**config.mk**
```make
export PLATFORM = sky130hd
export DESIGN_NAME = fixed_point_sub_pipe
export DESIGN_NICKNAME = d
export VERILOG_FILES = /design/src/rtl/fxp_pkg.sv /design/src/rtl/fxp_requant.sv /design/src/rtl/fixed_point_sub_pipe.sv
export SDC_FILE = /design/constraint.sdc
export NUM_CORES = 1
export LEC_CHECK = 0
export CAP_MARGIN = 15
export CORE_ASPECT_RATIO = 1.4
export CORE_MARGIN = 1
export CORE_UTILIZATION = 25
export DETAILED_ROUTE_END_ITERATION = 12
export DONT_BUFFER_PORTS = 1
export PLACE_DENSITY = 0.47
export REMOVE_ABC_BUFFERS = 1
export SLEW_MARGIN = 20
export SYNTH_ARGS = -nofsm -noshare
export SYNTH_HDL_FRONTEND = slang
export SYNTH_SLANG_ARGS = --single-unit
```
**constraint.sdc**
```tcl
create_clock -name clk -period 2.5 [get_ports clk]
set_input_delay 0.375 -clock clk [delete_from_list [all_inputs] [get_ports clk]]
set_output_delay 0.375 -clock clk [all_outputs]
set_load 0.05 [all_outputs]
```
**src/rtl/fxp_pkg.sv**
```systemverilog
// Shared fixed-point helpers: width arithmetic and saturation limits
// for the fixed-point adder/subtractor family.
package fxp_pkg;

  typedef struct packed {
    logic signed [63:0] max_v;
    logic signed [63:0] min_v;
  } sat_lim_t;

  function automatic int fxp_max(input int x, input int y);
    return (x > y) ? x : y;
  endfunction

  // Aligned widths for the default Q4.5 - Q4.5 configuration; modules
  // with other formats derive their own from fxp_max.
  localparam int FW = fxp_max(5, 5);
  localparam int IW = fxp_max(4, 4) + 1;

  // Largest/smallest representable output code, as a signed integer in LSB units.
  function automatic sat_lim_t sat_limits(input logic sign, input int out_i, input int out_f);
    sat_lim_t r;
    int       ow;
    ow = out_i + out_f;
    if (sign) begin
      r.max_v = (64'sd1 <<< (ow - 1)) - 64'sd1;
      r.min_v = -(64'sd1 <<< (ow - 1));
    end else begin
      r.max_v = (64'sd1 <<< ow) - 64'sd1;
      r.min_v = 64'sd0;
    end
    return r;
  endfunction

endpackage

```
**src/rtl/fxp_requant.sv**
```systemverilog
// Combinational requantizer: scale a signed fixed-point value to Q(OUT_I.OUT_F),
// optionally round half-up, then saturate and flag.
module fxp_requant
  import fxp_pkg::*;
#(
  parameter int IN_W  = 10,
  parameter int IN_F  = 5,
  parameter int OUT_I = 4,
  parameter int OUT_F = 4,
  parameter bit ROUND = 1'b0
) (
  input  logic signed [IN_W-1:0]        d,
  input  logic                          sign,
  output logic        [OUT_I+OUT_F-1:0] q,
  output logic                          ovf,
  output logic                          unf
);

  localparam int OW  = OUT_I + OUT_F;
  localparam int SHR = (IN_F > OUT_F) ? IN_F - OUT_F : 0;
  localparam int SHL = (OUT_F > IN_F) ? OUT_F - IN_F : 0;
  // Headroom for the rounding carry, the left pad and the limit codes.
  localparam int WW  = fxp_max(IN_W + 2 + SHL, OW + 2);
  localparam logic signed [WW-1:0] RND =
    (ROUND && SHR > 0) ? (WW'(1) <<< ((SHR > 0) ? SHR - 1 : 0)) : '0;

  sat_lim_t            lim;
  logic signed [WW-1:0] ext;
  logic signed [WW-1:0] scaled;
  logic signed [WW-1:0] hi;
  logic signed [WW-1:0] lo;

  always_comb begin
    lim    = sat_limits(sign, OUT_I, OUT_F);
    hi     = lim.max_v[WW-1:0];
    lo     = lim.min_v[WW-1:0];
    ext    = WW'(d);
    scaled = ((ext + RND) >>> SHR) <<< SHL;
    q      = scaled[OW-1:0];
    ovf    = 1'b0;
    unf    = 1'b0;
    if (scaled > hi) begin
      q   = hi[OW-1:0];
      ovf = 1'b1;
    end else if (scaled < lo) begin
      q   = lo[OW-1:0];
      unf = 1'b1;
    end
  end

endmodule

```
**src/rtl/fixed_point_sub_pipe.sv**
```systemverilog
// Two-stage valid/ready fixed-point subtractor a - b with saturating requantization.
// Define FXP_SUB_ROUND_EN for round half-up instead of floor.
module fixed_point_sub_pipe
  import fxp_pkg::*;
#(
  parameter int I1    = 4,
  parameter int F1    = 5,
  parameter int I2    = 4,
  parameter int F2    = 5,
  parameter int OUT_I = 4,
  parameter int OUT_F = 4,
  parameter int CNT_W = 8
) (
  input  logic                   clk,
  input  logic                   rst_n,
  input  logic                   in_valid,
  output logic                   in_ready,
  input  logic [I1+F1-1:0]       a,
  input  logic [I2+F2-1:0]       b,
  input  logic                   sign_sub,
  output logic                   out_valid,
  input  logic                   out_ready,
  output logic [OUT_I+OUT_F-1:0] diff,
  output logic                   overflow,
  output logic                   underflow,
  input  logic                   clr_cnt,
  output logic [CNT_W-1:0]       ovf_cnt,
  output logic [CNT_W-1:0]       unf_cnt
);

  localparam int STAGES = 2;
  localparam int DF     = fxp_max(F1, F2);
  localparam int DI     = fxp_max(I1, I2) + 1;
  localparam int DW     = DI + DF;
  localparam int OW     = OUT_I + OUT_F;
`ifdef FXP_SUB_ROUND_EN
  localparam bit ROUND  = 1'b1;
`else
  localparam bit ROUND  = 1'b0;
`endif

  logic [STAGES:1]     vld_pipe;
  logic                adv;
  logic [DW-1:0]       a_al;
  logic [DW-1:0]       b_al;
  logic signed [DW-1:0] diff_c;
  logic signed [DW-1:0] d1;
  logic                sign1;
  logic [OW-1:0]       rq;
  logic                rq_ovf;
  logic                rq_unf;
  logic                deliver;

  assign adv       = ~out_valid | out_ready;
  assign in_ready  = adv;
  assign out_valid = vld_pipe[STAGES];
  assign deliver   = out_valid & out_ready;

  // The extra integer bit keeps both signed and unsigned differences exact
  // when the aligned words are read as signed.
  always_comb begin
    a_al   = (sign_sub ? DW'(signed'(a)) : DW'(a)) << (DF - F1);
    b_al   = (sign_sub ? DW'(signed'(b)) : DW'(b)) << (DF - F2);
    diff_c = signed'(a_al - b_al);
  end

  fxp_requant #(
    .IN_W (DW),
    .IN_F (DF),
    .OUT_I(OUT_I),
    .OUT_F(OUT_F),
    .ROUND(ROUND)
  ) u_requant (
    .d   (d1),
    .sign(sign1),
    .q   (rq),
    .ovf (rq_ovf),
    .unf (rq_unf)
  );

  always_ff @(posedge clk) begin
    if (!rst_n) begin
      vld_pipe  <= '0;
      d1        <= '0;
      sign1     <= 1'b0;
      diff      <= '0;
      overflow  <= 1'b0;
      underflow <= 1'b0;
    end else if (adv) begin
      vld_pipe <= {vld_pipe[STAGES-1:1], in_valid};
      if (in_valid) begin
        d1    <= diff_c;
        sign1 <= sign_sub;
      end
      if (vld_pipe[1]) begin
        diff      <= rq;
        overflow  <= rq_ovf;
        underflow <= rq_unf;
      end else begin
        overflow  <= 1'b0;
        underflow <= 1'b0;
      end
    end
  end

  always_ff @(posedge clk) begin
    if (!rst_n || clr_cnt) begin
      ovf_cnt <= '0;
      unf_cnt <= '0;
    end else if (deliver) begin
      if (overflow && ovf_cnt != '1)  ovf_cnt <= ovf_cnt + 1'b1;
      if (underflow && unf_cnt != '1) unf_cnt <= unf_cnt + 1'b1;
    end
  end

endmodule

```
==> impl_metrics.csv, run 1 <==
group,metric,value,unit
logic_synthesis,synthMostInstantiatedCell,"sky130_fd_sc_hd__dfxtp_1",
clocking,cts.root.buffer_cell,"sky130_fd_sc_hd__clkbuf_16",
setup_path,timing.reg2reg.setup_slack,0.69,ns
timing,tightestPinTransition,0.673,ns
logic_synthesis,synth_top_cell_area_share,36.5,%
logic_synthesis,netlist_area,2090,um2
clocking,cts_inserted_buffers,5,
power_and_ir_drop,static-leakage-power,0.000950,uW
power_and_ir_drop,power-per-cell-area,649,nW/um2
place,gpl.final_weighted_congestion,0.726,
detailed_routing,vias,1801,
finish,drive_gt1_share,13.0,%
detailed_routing,routed.top_layer,"met4",
outcome,run_status,"finished clean",
global_route,grt_pass1_vias,1666,
floorplanning,design.portCount,52,
power_and_ir_drop,ir_drop,0.000306,V
detailed_routing,met3WireLength,306,um
setup_path,critPathRequiredTime,2.65,ns
logic_synthesis,most_area_consuming_cells_after_synthesis,"sky130_fd_sc_hd__dfxtp_1, sky130_fd_sc_hd__ha_1, sky130_fd_sc_hd__a21oi_1",
global_route,pin_count_of_the_biggest_net_entering_global_routing,21,
logic_synthesis,synth.ff_latch_count,38,
power_and_ir_drop,seqPwrFrac,43.0,%
global_route,gr-usage-all-layers,11.6,%
timing,worst_clock_skew,0.00589,ns
logic_synthesis,netlist_top_cells_count,"sky130_fd_sc_hd__dfxtp_1, sky130_fd_sc_hd__a21oi_1, sky130_fd_sc_hd__nor2_1, sky130_fd_sc_hd__nand2_1, sky130_fd_sc_hd__o21ai_0",
detailed_routing,drcViolationCount,0,
logic_synthesis,synth_cell_type_count,50,
timing,slew_viol_final,0,
finish,antenna-diode-count,0,
clocking,clk_path_buf_depth,2,
setup_path,worst-path-max-fanout,3,
detailed_routing,dr.first_iter.drc_count,64,
place,dp.cells,357,
timing,final_hold_viol_count,0,
place,dpl.hpwl,3650,um
detailed_routing,avgRoutedWirePerCell,13.3,um
power_and_ir_drop,intPower,1200,uW
timing,setup_total_negative_slack,0,ns
timing,post-route-min-period,1.93,ns
job,maxCapViolations,0,
clocking,postCtsSetupBuffers,0,
detailed_routing,wl_met2,2360,um
logic_synthesis,syn-instance-count,248,
logic_synthesis,count_of_flip_flops_with_a_built_in_enable_after_synthesis,0,
setup_path,setup.worst_path.end_class,"register",
power_and_ir_drop,power.clock.fraction,45.6,%
logic_synthesis,avg_inst_size_synth,8.42,um2
global_route,grt_antenna_before_repair,0,
clocking,clkLatencyLatePin,0.28,ns
place,place.port_buffers,0,
clocking,cts-htree-levels,2,
floorplanning,die_area,8720,um2
power_and_ir_drop,comb_power_share,11.4,%
finish,area_growth,18.0,%
detailed_routing,vias_per_cell,4.95,
logic_synthesis,dominantRegCellSynth,"sky130_fd_sc_hd__dfxtp_1",
detailed_routing,final_antenna_net_count,0,
power_and_ir_drop,total_switching_power,400,uW
floorplanning,die_x,79.2,um
logic_synthesis,synth_warnings,0,
clocking,hold_buffers,0,
floorplanning,die-height,110,um
detailed_routing,wirelength,4840,um
floorplanning,core.rowCount,39,
clocking,path_clk_slew,0.06,ns
logic_synthesis,synth_seq_area_share,36.5,%
setup_path,timing_worst_setup_path_type,"in -> reg",
logic_synthesis,postSynth.asyncResetShare,0,%
clocking,clock-sinks,38,
min_path,hp-class,"in -> reg",
setup_path,cp.arrival,2.08,ns
timing,rsz0062_at_grt,"false",
global_route,wire_length_of_the_first_global_routing_pass,7890,um
floorplanning,start_util,25.6,%
timing,worst_slew_margin_rel,55.1,%
finish,layoutNonFillerInstCount,364,
logic_synthesis,post-synth-top-area-cell,"sky130_fd_sc_hd__dfxtp_1",
floorplanning,core_area,8150,um2
setup_path,worst_setup_path_start_kind,"input pin",
power_and_ir_drop,swShare,25.0,%
clocking,clock_tree_from_tritoncts,"yes",
detailed_routing,wirelength_met1,2070,um
detailed_routing,detail_route.first_pass.iterations,4,
timing,final-setup-viol-count,0,
finish,design.final.nets,300,
timing,max_freq,519,MHz
clocking,cts.repair.resized,0,
timing,timing.final.crit_share,77.1,%
global_route,grt.overflow.total,0,
[worst max-delay path: stages]
cell and delay (ns):
sky130_fd_sc_hd__nand2b_1 0.16, sky130_fd_sc_hd__fa_1 0.43, sky130_fd_sc_hd__a211oi_1 0.47, sky130_fd_sc_hd__o21ai_0 0.18, sky130_fd_sc_hd__a31oi_1 0.23, sky130_fd_sc_hd__xor2_1 0.16, sky130_fd_sc_hd__o31ai_1 0.07
[cell families after synthesis]
logic type / share of synthesized area, %
flops: 36.5
mux: 1.50
buf+inv: 4.80
simple gates: 23.0
xor+xnor: 6.30
fa+ha+maj: 8.75
compound gates: 19.2
[path summary, 6_finish.rpt]
kind / cells past startpoint / from / endpoint
setup reg to reg: 5 / unf_cnt[4]$_SDFFE_PP0P_ / unf_cnt[5]$_SDFFE_PP0P_
hold / removal: 2 / rst_n / d1[5]$_SDFFE_PN0P_
hold reg to reg: 2 / vld_pipe[1]$_SDFFE_PN0N_ / vld_pipe[1]$_SDFFE_PN0N_
setup / recovery: 7 / a[0] / d1[8]$_SDFFE_PN0P_
[layout by cell type, fill, tap and decap left out, types with 2 or more instances in the layout]
| cell | count |
|---|---|
| sky130_fd_sc_hd__nor4_1 | 2 |
| sky130_fd_sc_hd__o21ai_0 | 16 |
| sky130_fd_sc_hd__a211oi_1 | 2 |
| sky130_fd_sc_hd__a21o_1 | 3 |
| sky130_fd_sc_hd__a21oi_1 | 27 |
| sky130_fd_sc_hd__buf_4 | 17 |
| sky130_fd_sc_hd__or3_1 | 3 |
| sky130_fd_sc_hd__xor2_1 | 9 |
| sky130_fd_sc_hd__nor3_1 | 7 |
| sky130_fd_sc_hd__ha_1 | 13 |
| sky130_fd_sc_hd__dfxtp_1 | 38 |
| sky130_fd_sc_hd__nand3_2 | 2 |
| sky130_fd_sc_hd__nand4_1 | 7 |
| sky130_fd_sc_hd__nand2_1 | 18 |
| sky130_fd_sc_hd__xnor2_1 | 6 |
| sky130_fd_sc_hd__and2_1 | 3 |
| sky130_fd_sc_hd__inv_1 | 13 |
| sky130_fd_sc_hd__a31oi_1 | 2 |
| sky130_fd_sc_hd__clkbuf_16 | 5 |
| sky130_fd_sc_hd__nand2b_1 | 2 |
| sky130_fd_sc_hd__a211o_1 | 2 |
| sky130_fd_sc_hd__mux2i_1 | 2 |
| sky130_fd_sc_hd__and4_1 | 2 |
| sky130_fd_sc_hd__nor2_1 | 22 |
| sky130_fd_sc_hd__nand3_1 | 14 |
[sequential cells by signal, summed over array words and instances (netlist names)]
name       flops
vld_pipe       2
ovf_cnt        8
diff           8
d1             9
unf_cnt        8
sign1          1
overflow       1
underflow      1
[power groups by stage]
| stage | Combinational, uW | Sequential, uW | Clock, uW |
|---|---|---|---|
| 3_3_place_gp | 182 | 701 | 0 |
| 3_5_place_dp | 183 | 701 | 0 |
| 5_1_grt | 208 | 692 | 779 |
| 2_1_floorplan | 141 | 698 | 0 |
| 4_1_cts | 184 | 688 | 748 |
| 6_report | 182 | 688 | 728 |
[layout make-up]
class | instances | area [um2]
Sequential cell | 38 | 761
Clock buffer | 6 | 139
Inverter | 14 | 52.6
Timing Repair Buffer | 17 | 128
Fill cell | 874 | 5690
Tap cell | 102 | 128
Multi-Input combinational cell | 186 | 1230
Clock inverter | 1 | 30.0
[stage by stage]
step / hold slack [ns] / setup WS, ns / util, % / cell area (um2) / power, uW
6_report: 0.237 / 0.573 / 30.2 / 2460 / 1600
4_1_cts: 0.232 / 0.630 / 30.2 / 2460 / 1620
5_1_grt: 0.231 / 0.515 / 30.2 / 2460 / 1680
3_5_place_dp: 0.459 / 0.332 / 28.2 / 2290 / 884
2_1_floorplan: 0.445 / 0.538 / - / 2040 / 839
3_3_place_gp: 0.453 / 0.364 / 28.2 / 2290 / 883
[per-layer routing]
layer	up-vias	GRT usage (%)
li1	920	-
met1	828	12.2
met2	43	20.9
met3	10	3.37
met4	0	5.58
met5	-	0
Note: power is estimated with default switching activity, not from simulation.
==> run 2, diff against run 1 <==
Settings changed: PLACE_DENSITY 0.47 to 0.49.
Clock period 2.5 ns to 1.6 ns, I/O delays scaled along.
==> run 2 against run 1 <==
Compared with the run above: routed wire length up 6.4%; final area increased by 17%; utilization increased by 5.0 points; count of clock-buffer cells in the layout is 1 lower; sequential power rose by 48%; clock skew decreased by 0.0010 ns; combinational power rose to 2.5 times the previous value; clock power increased by 77%; die area is the same; register-to-register slack worse by 0.61 ns; via count up 7.9%; sequential share of layout area is 4.3 points lower; critical path type is now reg -> reg; critical endpoint is now diff[7]$_SDFFE_PN0P_; highest routed layer unchanged.
==> impl_metrics.csv, run 2 (same netlist as run 1, synthesis figures left out) <==
group,metric,value,unit
outcome,run_status,"finished clean",
setup_path,critPathRequiredTime,1.76,ns
finish,top_register,"d1",
global_route,grt_util_met1,12.9,%
clocking,cts-htree-levels,2,
detailed_routing,dr.first_iter.drc_count,72,
detailed_routing,drcViolationCount,0,
floorplanning,core_area,8150,um2
min_path,holdPathStages,2,
floorplanning,design.portCount,52,
global_route,pin_count_of_the_biggest_net_entering_global_routing,21,
clocking,path_clk_slew,0.06,ns
power_and_ir_drop,power.clock.fraction,46.6,%
setup_path,path_cells,"ha_4 > nand4b_1 > o211a_4 > o2111ai_2 > o21ai_1",
min_path,hold_start,"rst_n",
timing,worst_hold_slack,0.102,ns
detailed_routing,vias_per_cell,4.74,
timing,timing.final.crit_share,94.7,%
clocking,clock_tree_from_tritoncts,"yes",
detailed_routing,final_antenna_net_count,0,
global_route,grt.overflow.total,0,
place,gpl.final_weighted_congestion,0.723,
setup_path,cp.arrival,1.68,ns
finish,most_frequent_standard_cell_in_the_layout_excluding_fill_and_tap_cells,"sky130_fd_sc_hd__buf_4",
place,dpl.hpwl,4030,um
power_and_ir_drop,comb_power_share,16.6,%
global_route,gr-usage-all-layers,12.4,%
floorplanning,die_area,8720,um2
finish,largest_register_ffs,9,
setup_path,critPathSlowestCell,"sky130_fd_sc_hd__dfxtp_2",
floorplanning,core.rowCount,39,
timing,max_freq,660,MHz
timing,post-route-min-period,1.52,ns
finish,drive_gt1_share,28.6,%
clocking,clkLatencyLatePin,0.28,ns
global_route,groute.layer.met3.usage,3.29,%
power_and_ir_drop,seqPwrFrac,36.8,%
setup_path,timing_worst_setup_path_type,"reg -> reg",
power_and_ir_drop,ir_drop,0.000457,V
power_and_ir_drop,intPower,2100,uW
floorplanning,die-height,110,um
setup_path,worst-path-max-fanout,6,
finish,design.final.nets,345,
timing,slew_viol_final,0,
timing,worst_slew_margin_rel,57.2,%
timing,worst_clock_skew,0.00484,ns
detailed_routing,detail_route.first_pass.iterations,4,
finish,antenna-diode-count,0,
power_and_ir_drop,static-leakage-power,0.00118,uW
timing,final_hold_viol_count,0,
clocking,hold_buffers,0,
setup_path,timing.critical_path.slowest_cell_delay,0.38,ns
global_route,grt_pass1_vias,1860,
clocking,clk_path_buf_depth,2,
clocking,cts.root.buffer_cell,"sky130_fd_sc_hd__clkbuf_16",
detailed_routing,wirelength,5150,um
clocking,clock-sinks,38,
finish,area_growth,37.6,%
detailed_routing,avgRoutedWirePerCell,12.6,um
global_route,global_route.peak_usage_layer,"met2",
global_route,grt_antenna_before_repair,0,
finish,fillers,870,
setup_path,timing.reg2reg.setup_slack,0.08,ns
detailed_routing,vias,1943,
setup_path,regToRegStartpoint,"sign1$_SDFFE_PN0P_",
floorplanning,die_x,79.2,um
timing,rsz0062_at_grt,"true",
job,maxCapViolations,0,
setup_path,setup.worst_path.end_class,"register",
setup_path,worst_setup_path_start_kind,"register",
power_and_ir_drop,total_switching_power,679,uW
finish,layout.cells.most_common_list,"sky130_fd_sc_hd__buf_4, sky130_fd_sc_hd__dfxtp_1, sky130_fd_sc_hd__a21oi_1",
min_path,worst_hold_path.endpoint,"diff[0]$_SDFFE_PN0P_",
global_route,wire_length_of_the_first_global_routing_pass,8410,um
finish,post-route-util,35.2,%
timing,final-setup-viol-count,0,
floorplanning,start_util,25.6,%
min_path,hp-class,"in -> reg",
power_and_ir_drop,power-per-cell-area,967,nW/um2
setup_path,r2r-end,"diff[7]$_SDFFE_PN0P_",
global_route,global_route.usage.met2,23.3,%
setup_path,reg2reg_depth,5,
timing,tightestPinTransition,0.643,ns
place,place.port_buffers,0,
clocking,cts_inserted_buffers,5,
power_and_ir_drop,swShare,24.5,%
## run 2: what timing repair did
action	CTS	global route
resized for setup	5	6
pin swaps	1	6
gates cloned	1	0
setup endpoints to repair	2	12
buffers inserted	0	1
## run 2: power groups by stage
| stage | clock (uW) | combinational, uW | sequential [uW] |
|---|---|---|---|
| after floorplan | 0 | 220 | 1090 |
| after global placement | 0 | 442 | 1040 |
| after detailed placement | 0 | 446 | 1040 |
| after CTS | 1320 | 454 | 1020 |
| after global routing | 1380 | 515 | 1030 |
| final | 1290 | 461 | 1020 |
## run 2: through the flow
step / total power (uW) / setup WS [ns] / std cells / area [um2] / setup TNS [ns]
after CTS: 2790 / 0.00697 / 409 / 2840 / 0
after global placement: 1480 / -0.228 / 400 / 2620 / -0.745
final: 2780 / 0.0848 / 410 / 2870 / 0
after detailed placement: 1490 / -0.291 / 400 / 2620 / -0.934
after global routing: 2920 / -0.0297 / 410 / 2870 / -0.0302
after floorplan: 1310 / -0.362 / 238 / 2040 / -5.73
## run 2: worst max-delay path, delay by kind of cell, from the launching register on
family,cells,cell delay [ns]
simple gates,1,0.22
compound gates,3,0.59
fa+ha+maj,1,0.21
flops,1,0.38
## run 2: worst max path at each step
stage | from | to | slack [ns] | cells after the start
after global routing | d1[8]$_SDFFE_PN0P_ | underflow$_SDFFE_PN0N_ | -0.03 | 7
after floorplan | vld_pipe[2]$_SDFFE_PN0N_ | d1[7]$_SDFFE_PN0P_ | -0.36 | 5
after CTS | d1[8]$_SDFFE_PN0P_ | diff[7]$_SDFFE_PN0P_ | 0.007 | 6
final | sign1$_SDFFE_PN0P_ | diff[7]$_SDFFE_PN0P_ | 0.08 | 5
after detailed placement | a[0] | d1[8]$_SDFFE_PN0P_ | -0.29 | 8
after global placement | a[0] | d1[8]$_SDFFE_PN0P_ | -0.23 | 8
## run 2: layout make-up
type	instances	area, um2	area share (%)
Inverter	14	52.6	1.83
Clock inverter	3	68.8	2.40
Timing Repair Buffer	61	458	15.9
Clock buffer	5	125	4.36
Multi-Input combinational cell	187	1280	44.4
Sequential cell	38	763	26.6
Tap cell	102	128	4.44
## run 2: layer usage
layer | share of wire, % | wire, um | up-vias
met3 | 5.1 | 265 | 5
met1 | 42 | 2140 | 884
met5 | 0 | 0 | -
met4 | 1.4 | 74 | 0
met2 | 52 | 2670 | 46
li1 | - | - | 1008
==> run 3, diff against run 2 <==
Settings changed: CELL_PAD_IN_SITES_DETAIL_PLACEMENT set to 1, CELL_PAD_IN_SITES_GLOBAL_PLACEMENT set to 1, CORE_MARGIN 1 to 2, PLACE_DENSITY 0.49 to not set, PLACE_DENSITY_LB_ADDON set to 0.1.
==> run 3 against run 2 <==
Compared with the run above: setup slack got worse by 0.0099 ns; utilization unchanged; flip-flop and latch count did not move; routed wire length is 15% higher.
==> impl_metrics.csv, run 3 (same netlist as run 1, synthesis figures left out) <==
group,metric,value,unit
detailed_routing,vias_per_cell,4.91,
finish,post-route-util,35.2,%
detailed_routing,detail_route.first_pass.iterations,4,
place,place_ws,-0.314,ns
global_route,grt.overflow.total,0,
timing,worst_slew_margin_rel,54.8,%
floorplanning,core_area,8150,um2
timing,slew_viol_final,0,
detailed_routing,vias,2008,
power_and_ir_drop,power-per-cell-area,867,nW/um2
floorplanning,die_x,81.2,um
finish,most_frequent_standard_cell_in_the_layout_excluding_fill_and_tap_cells,"sky130_fd_sc_hd__buf_4",
place,gpl.final_weighted_congestion,0.698,
min_path,worst_hold_path.endpoint,"diff[3]$_SDFFE_PN0P_",
setup_path,timing.critical_path.slowest_cell_delay,0.36,ns
timing,post-route-min-period,1.53,ns
timing,rsz0062_at_grt,"true",
clocking,clock-sinks,38,
global_route,gr-usage-all-layers,13.4,%
timing,tightestPinTransition,0.678,ns
global_route,pin_count_of_the_biggest_net_entering_global_routing,21,
detailed_routing,avgRoutedWirePerCell,14.5,um
setup_path,worstPathBufferInverterCount,0,
floorplanning,core.rowCount,39,
global_route,wire_length_of_the_first_global_routing_pass,9650,um
finish,top_register,"d1",
global_route,grt_pass1_vias,2108,
job,maxCapViolations,0,
power_and_ir_drop,power,2490,uW
clocking,hold_buffers,0,
timing,worst_clock_skew,0.00441,ns
floorplanning,start_util,25.6,%
power_and_ir_drop,static-leakage-power,0.00116,uW
setup_path,worst_setup_path_start_kind,"register",
clocking,clock_tree_from_tritoncts,"yes",
floorplanning,design.portCount,52,
setup_path,cp.arrival,1.74,ns
detailed_routing,wirelength,5930,um
place,place.port_buffers,0,
finish,largest_register_ffs,9,
clocking,cts_inserted_buffers,5,
min_path,holdPathStages,2,
place,place_area,2620,um2
clocking,clkLatencyLatePin,0.28,ns
setup_path,path_cells,"ha_4 > nand4b_1 > o211a_4 > nor3b_4 > a21oi_2 > nor2_1",
setup_path,critPathSlowestCell,"sky130_fd_sc_hd__dfxtp_4",
setup_path,regToRegStartpoint,"sign1$_SDFFE_PN0P_",
setup_path,timing.critical_path.max_delay_family,"simple AND/OR/NAND/NOR gates",
timing,post-route-worst-setup-slack,0.0749,ns
detailed_routing,drcViolationCount,0,
place,dpl.hpwl,4750,um
floorplanning,die-height,112,um
timing,final-setup-viol-count,0,
timing,final_hold_viol_count,0,
outcome,run_status,"finished clean",
timing,max_freq,656,MHz
global_route,grt_antenna_before_repair,0,
finish,layout.cells.most_common_list,"sky130_fd_sc_hd__buf_4, sky130_fd_sc_hd__dfxtp_1, sky130_fd_sc_hd__a21oi_1",
timing,setup_total_negative_slack,0,ns
setup_path,setup.worst_path.end_class,"register",
setup_path,r2r-end,"underflow$_SDFFE_PN0N_",
clocking,cts-htree-levels,2,
clocking,cts.root.buffer_cell,"sky130_fd_sc_hd__clkbuf_16",
setup_path,worst-path-max-fanout,6,
detailed_routing,final_antenna_net_count,0,
finish,design.final.nets,344,
floorplanning,die_area,9110,um2
power_and_ir_drop,ir_drop,0.000602,V
setup_path,reg2reg_depth,6,
setup_path,timing.reg2reg.setup_slack,0.07,ns
finish,antenna-diode-count,0,
min_path,hold_start,"rst_n",
finish,drive_gt1_share,30.0,%
clocking,clk_path_buf_depth,2,
min_path,hp-class,"in -> reg",
timing,timing.final.crit_share,95.3,%
detailed_routing,dr.first_iter.drc_count,35,
clocking,path_clk_slew,0.06,ns
finish,fin_area,2870,um2
setup_path,critPathRequiredTime,1.81,ns
finish,area_growth,37.6,%
setup_path,timing_worst_setup_path_type,"reg -> reg",
-- run 3: what timing repair did --
item / CTS / global route
setup endpoints to repair: 8 / 17
pin swaps: 2 / 4
cloned: 1 / 0
setup buffers: 0 / 0
resized for setup: 6 / 15
-- run 3: per-stage QoR --
stage,hold slack [ns],std cells
3_3_place_gp,0.386,400
3_5_place_dp,0.388,400
2_1_floorplan,0.376,238
4_1_cts,0.0966,409
6_report,0.101,409
5_1_grt,0.110,409
-- run 3: power breakdown --
group          internal [uW]  total [uW]  switching, uW
Sequential               990        1020           31.7
Combinational            214         477            264
Clock                    618         990            372
-- run 3: worst max path at each step --
stage	start	to	slack (ns)	cells after the start
global placement	a[0]	d1[8]$_SDFFE_PN0P_	-0.26	8
finish	sign1$_SDFFE_PN0P_	underflow$_SDFFE_PN0N_	0.07	6
CTS	d1[8]$_SDFFE_PN0P_	diff[7]$_SDFFE_PN0P_	0.004	6
detailed placement	a[0]	d1[6]$_SDFFE_PN0P_	-0.31	9
floorplan	vld_pipe[2]$_SDFFE_PN0N_	d1[7]$_SDFFE_PN0P_	-0.36	5
global route	ovf_cnt[0]$_SDFFE_PP0P_	ovf_cnt[1]$_SDFFE_PP0P_	-0.02	6
-- run 3: final cells by class --
cell class / count / area, um2
fill: 976 / 5280
multi-input combinational: 187 / 1330
sequential: 38 / 767
timing repair buffer: 60 / 450
clock buffer: 7 / 143
tap: 102 / 128
inverter: 14 / 52.6
clock inverter: 1 / 5.00
-- run 3: layer usage --
metal	routed length (um)	track usage, %
met5	0	0
met4	46	4.41
met3	260	2.09
met2	3400	27.4
met1	2220	13.0
